## src/rtl/mux_tree_pipe.sv

```systemverilog
// ============================================================================
// mux_tree_pipe : pipelined N_IN:1 binary mux tree, one register stage per
//                 level, valid/ready with full-pipeline backpressure.
//                 Optional MUX_TREE_SEL_CHECK_EN adds the sel_err output.
// Revision      : 1.0
// ============================================================================
`default_nettype none

module mux_tree_pipe #(
  parameter int DATA_W = 8,
  parameter int N_IN   = 8
) (
  input  logic                       clk,
  input  logic                       rst_n,
  input  logic [N_IN*DATA_W-1:0]     in_data,
  input  logic [$clog2(N_IN)-1:0]    in_sel,
  input  logic                       in_valid,
  output logic                       in_ready,
  output logic [DATA_W-1:0]          out_data,
  output logic                       out_valid,
`ifdef MUX_TREE_SEL_CHECK_EN
  output logic                       sel_err,
`endif
  input  logic                       out_ready
);

  localparam int LVL    = $clog2(N_IN);
  localparam int N_PAD  = 1 << LVL;
  localparam int TREE_W = (2 * N_PAD - 1) * DATA_W;
  localparam int SEL_W  = LVL + (LVL * (LVL - 1)) / 2;

  // All levels share flat buses: region 0 is the padded input, region k+1
  // is the register stage after tree level k.
  function automatic int word_off(input int r);
    return (1 << (LVL + 1)) - (1 << (LVL + 1 - r));
  endfunction

  function automatic int sel_off(input int r);
    return r * LVL - (r * (r - 1)) / 2;
  endfunction

  logic [TREE_W-1:0] tree;
  logic [SEL_W-1:0]  sel_bus;
  logic [LVL:0]      vld_bus;
  logic              stall;

  assign stall    = vld_bus[LVL] & ~out_ready;
  assign in_ready = ~stall;

  assign tree[N_IN*DATA_W-1:0] = in_data;
  assign sel_bus[LVL-1:0]      = in_sel;
  assign vld_bus[0]            = in_valid;

  if (N_PAD > N_IN) begin : g_pad
    assign tree[N_PAD*DATA_W-1:N_IN*DATA_W] = '0;
  end

  for (genvar k = 0; k < LVL; k++) begin : g_stage
    localparam int NW   = 1 << (LVL - 1 - k);
    localparam int SRC  = word_off(k) * DATA_W;
    localparam int DST  = word_off(k + 1) * DATA_W;
    localparam int SSRC = sel_off(k);
    localparam int SDST = sel_off(k + 1);

    logic [NW*DATA_W-1:0] data_d, data_q;
    logic                 valid_d, valid_q;

    always_comb begin
      data_d  = data_q;
      valid_d = valid_q;
      if (!stall) begin
        valid_d = vld_bus[k];
        for (int j = 0; j < NW; j++) begin
          data_d[j*DATA_W +: DATA_W] = sel_bus[SSRC]
              ? tree[SRC + (2*j+1)*DATA_W +: DATA_W]
              : tree[SRC + (2*j)*DATA_W   +: DATA_W];
        end
      end
    end

    always_ff @(posedge clk or negedge rst_n) begin
      if (!rst_n) begin
        data_q  <= '0;
        valid_q <= 1'b0;
      end else begin
        data_q  <= data_d;
        valid_q <= valid_d;
      end
    end

    assign tree[DST +: NW*DATA_W] = data_q;
    assign vld_bus[k+1]           = valid_q;

    // Remaining select bits ride along; the last stage needs none.
    if (k < LVL - 1) begin : g_sel
      localparam int SW = LVL - 1 - k;
      logic [SW-1:0] sel_d, sel_q;

      always_comb begin
        sel_d = sel_q;
        if (!stall) sel_d = sel_bus[SSRC+1 +: SW];
      end

      always_ff @(posedge clk or negedge rst_n) begin
        if (!rst_n) sel_q <= '0;
        else        sel_q <= sel_d;
      end

      assign sel_bus[SDST +: SW] = sel_q;
    end
  end

  assign out_data  = tree[TREE_W-1 -: DATA_W];
  assign out_valid = vld_bus[LVL];

`ifdef MUX_TREE_SEL_CHECK_EN
  if (N_PAD != N_IN) begin : g_flag
    logic [LVL:0] flg_bus;
    assign flg_bus[0] = (in_sel >= LVL'(N_IN));

    for (genvar k = 0; k < LVL; k++) begin : g_flg_stage
      logic flg_d, flg_q;

      always_comb begin
        flg_d = flg_q;
        if (!stall) flg_d = flg_bus[k];
      end

      always_ff @(posedge clk or negedge rst_n) begin
        if (!rst_n) flg_q <= 1'b0;
        else        flg_q <= flg_d;
      end

      assign flg_bus[k+1] = flg_q;
    end

    // Flag registers load regardless of valid, so gate with out_valid.
    assign sel_err = flg_bus[LVL] & vld_bus[LVL];
  end else begin : g_no_flag
    assign sel_err = 1'b0;
  end
`endif

endmodule

`default_nettype wire

```

## config.mk

```make
export PLATFORM = sky130hd
export DESIGN_NAME = mux_tree_pipe
export DESIGN_NICKNAME = d
export VERILOG_FILES = /design/src/rtl/mux_tree_pipe.sv
export SDC_FILE = /design/constraint.sdc
export NUM_CORES = 1
export LEC_CHECK = 0
export CAP_MARGIN = 0
export CORE_UTILIZATION = 54
export DETAILED_ROUTE_END_ITERATION = 12
export PLACE_DENSITY_LB_ADDON = 0.12
export SYNTH_ARGS = -nofsm -noshare
export SYNTH_HDL_FRONTEND = slang
export SYNTH_SLANG_ARGS = --single-unit
export TNS_END_PERCENT = 1
```

## constraint.sdc

```tcl
create_clock -name clk -period 2.45 [get_ports clk]
set_input_delay 0.49 -clock clk [delete_from_list [all_inputs] [get_ports clk]]
set_output_delay 0.49 -clock clk [all_outputs]
set_load 0.05 [all_outputs]
```

# Word-level counts from Yosys, hierarchy flattened
# Index checks and enable logic that the tools add are counted.
# totals
ff_bits,62
in_bits,71
out_inout_bits,10
# classes
mux,7
bitwise,3
# ops
operator,n
8-bit 2-to-1 mux,7
1-bit inverter,2
1-bit AND,1

# Longest topological paths before layout
# logic_depth
depth_word,3
ltp_mapped,4

# Worst setup path after synthesis
# Ideal clock, no wire load.
# synth_path
kind,register to output
startpoint,"register g_stage[2].valid_q, in the netlist out_valid"
endpoint,output in_ready
setup_slack_ps,801
required_ps,1960
stages_incl_launch_ff,4
arrival_ps,1159
cell_sequence,dfrtp_1 nand2b_1 buf_2 buf_4
# synth_via
elab_chain_cells,2
# synth_rtl
element,line_no,source
"start, declared",66,"logic valid_d, valid_q;"
"start signal, assigned",87,valid_q <= valid_d;
1-bit AND,47,assign stall = vld_bus[LVL] & ~out_ready;
1-bit inverter,48,assign in_ready = ~stall;
"end, declared",18,"output logic in_ready,"
# No other way between the ends.

# Worst setup path in the final report
# layout_path
startpoint,"register g_stage[2].valid_q, in the netlist out_valid"
endpoint,output out_valid
# layout_lines
element,line_no,source
"end, declared",20,"output logic out_valid,"
# No word-level cell between the ends.

==> results.toml <==
[worst_setup_path]
critical_path_required_ns = 1.96
path_max_fanout = 2
max_stage_delay_ns = 0.81
crit_cells = 1
critPathArrivalTime_ns = 1.53
reg2reg_depth = 3
worstPathCellList = "clkdlybuf4s50_1"
cp_top_family = "buffers and inverters"
crit_start = "out_valid"
path_buf_inv = 1
r2r_end = "g_stage[0].data_q[21]"
r2r_slack_ns = 1.03
crit_end = "out_valid"
cp-start-kind = "register"
reg2reg_from = "out_valid"
path_class = "reg2out"
cp-end-kind = "primary output"
crit_slowest_cell = "clkdlybuf4s50_1"

[clock_tree]
worstSkewPairLatency_ns = 0.34
htreeDepth = 3
cts_setup_buffers = 0
cts_tree = "done"
cts_hold_buffers = 0
cts-resized-gates = 0
cts_buffer_depth = 2
cts.sinks = 62
clock-root-buffer = "clkbuf_8"
cts_made_buffers = 9
clkTransAtPathRegs_ns = 0.06

[placement]
gp_congestion = 0.670
place_inst = 341
port_buffers = 80
hpwl_um = 3880
pre_cts_slack_ns = 0.429

[drt]
drt_wl_total_um = 5510
wl_per_cell_um = 15.4
viasPerCell = 5.12
drc = 0
postRouteAntennaNets = 0
vias = 1827
drt_iter0_drc = 33
first_pass_iters = 4

[die]
core_area_um2 = 5920
die_x_um = 80.5
die_h_um = 80.5
ios = 81
start_util_pct = 56.3
num_rows = 28
die-area_um2 = 6490

[sta]
skew_ns = 0.0107
setup_violations = 0
period_minus_slack_ns = 2.02
worst_pin_slew_ns = 0.698
slew_headroom_pct = 53.4
post-route-period-util_pct = 82.6
rsz0062_at_grt = "false"
fmax_ghz = 0.494
final.setup.worst_slack_ns = 0.426
final_max_slew_viol_count = 0
setup_tns_ns = 0
hold_viol = 0

[synthesis]
yosysMostFrequentCell = "mux2_4"
synth_warnings = 0
synth_commonest_cells = "mux2_4 (78), dfrtp_1 (62), mux2_2 (38)"
synthDistinctLibCells = 10
synth_nets = 266
ys_async_sr_fraction_pct = 100
synthCells = 195
synth_edf_count = 0
yosysTopAreaCellShare_pct = 46.6
netlist_area_um2 = 3330
ys_seq_area_share_pct = 46.6
synthFlopType = "dfrtp_1"
synthTopCellsByArea = "dfrtp_1 (47%), mux2_4 (35%), mux2_2 (13%)"
ys_ff_latch = 62
avgSynthCellArea_um2 = 17.1
synth_area_leader_cell = "dfrtp_1"

[grt]
antenna_found_initial = 0
track_usage_pct = 19.7
grt-ovfl-total = 0
grt_pass1_wl_um = 9270
grt_max_degree = 39
first_global_vias = 1937

[hold_path]
min_path_type = "in2async"

[run_status]
status = "complete, no violations"

[layout]
layout-drive-gt1-share_pct = 48.2
fill_cells = 416
nNetsFinal = 348
instances_no_fill = 357
synthToLayoutAreaGrowth_pct = 29.5
antenna_cells = 0

[power_and_ir_drop]
vdd_drop_max_v = 0.000564
p_per_area_nw_per_um2 = 878
fin_total_pwr_mw = 3.78
power.leakage_nw = 1.99

[run]
cap_viol_max_count = 0
-- layout make-up --
type	instances	area, um^2	share of cell area, %
Timing Repair Buffer	85	876	20.3
Sequential cell	62	1550	36.0
Multi-Input combinational cell	119	1630	37.8
Clock buffer	15	156	3.63
Tap cell	75	93.8	2.18
Clock inverter	1	5.00	0.116
-- per-layer routing --
layer	vias up	wire length, um	GRT usage (%)
met5	-	0	0
met4	0	131	11.3
met3	11	293	4.77
met2	61	2520	30.0
met1	890	2570	25.5
li1	865	-	-
-- power breakdown --
group | switching (mW) | total [mW] | internal, mW
logic | 0.609 | 1.49 | 0.882
registers | 0.196 | 1.54 | 1.35
clock network | 0.357 | 0.752 | 0.395
-- worst register-to-register path, cell delays in order, from the launching register on --
cell	delay, ns
dfrtp_1	0.40
nand2b_4	0.19
buf_4	0.33
mux2_2	0.38
-- worst min-delay path by stage --
stage	endpoint	slack (ns)	cells after the start
6_report	g_stage[1].data_q[1]	0.19	1
5_1_grt	g_stage[1].data_q[1]	0.23	1
4_1_cts	g_stage[1].data_q[1]	0.21	1
3_5_place_dp	out_valid	0.45	1
3_3_place_gp	out_valid	0.44	1
2_1_floorplan	g_stage[0].data_q[0]	0.19	0
-- per-stage QoR --
stage	hold WS (ns)	instance area, um^2	util, %
2_1_floorplan	0.194	3330	-
3_3_place_gp	0.436	4150	70.1
3_5_place_dp	0.447	4150	70.1
4_1_cts	0.206	4310	72.8
5_1_grt	0.227	4310	72.8
6_report	0.192	4310	72.8
-- placed cells by master, fill, tap and decap left out, drive strengths merged --
master / synthesis / layout
clkdlybuf4s50: 0 / 77
dfrtp: 62 / 62
mux2: 117 / 117
buf: 14 / 8
clkinv: 0 / 1
clkbuf: 0 / 15
nand2b: 2 / 2
-- flip-flops by register name, indices dropped and copies added (netlist names) --
name,flops
g_stage.valid_q,2
out_valid,1
g_stage.g_sel.sel_q,3
g_stage.data_q,48
out_data,8
-- cell families after synthesis --
logic type,share of synthesized area (%)
multiplexers,48.3
flip-flops,46.6
buffers and inverters,4.70
AND/OR/NAND/NOR,0.376
Power figures use the tool's default switching activity.
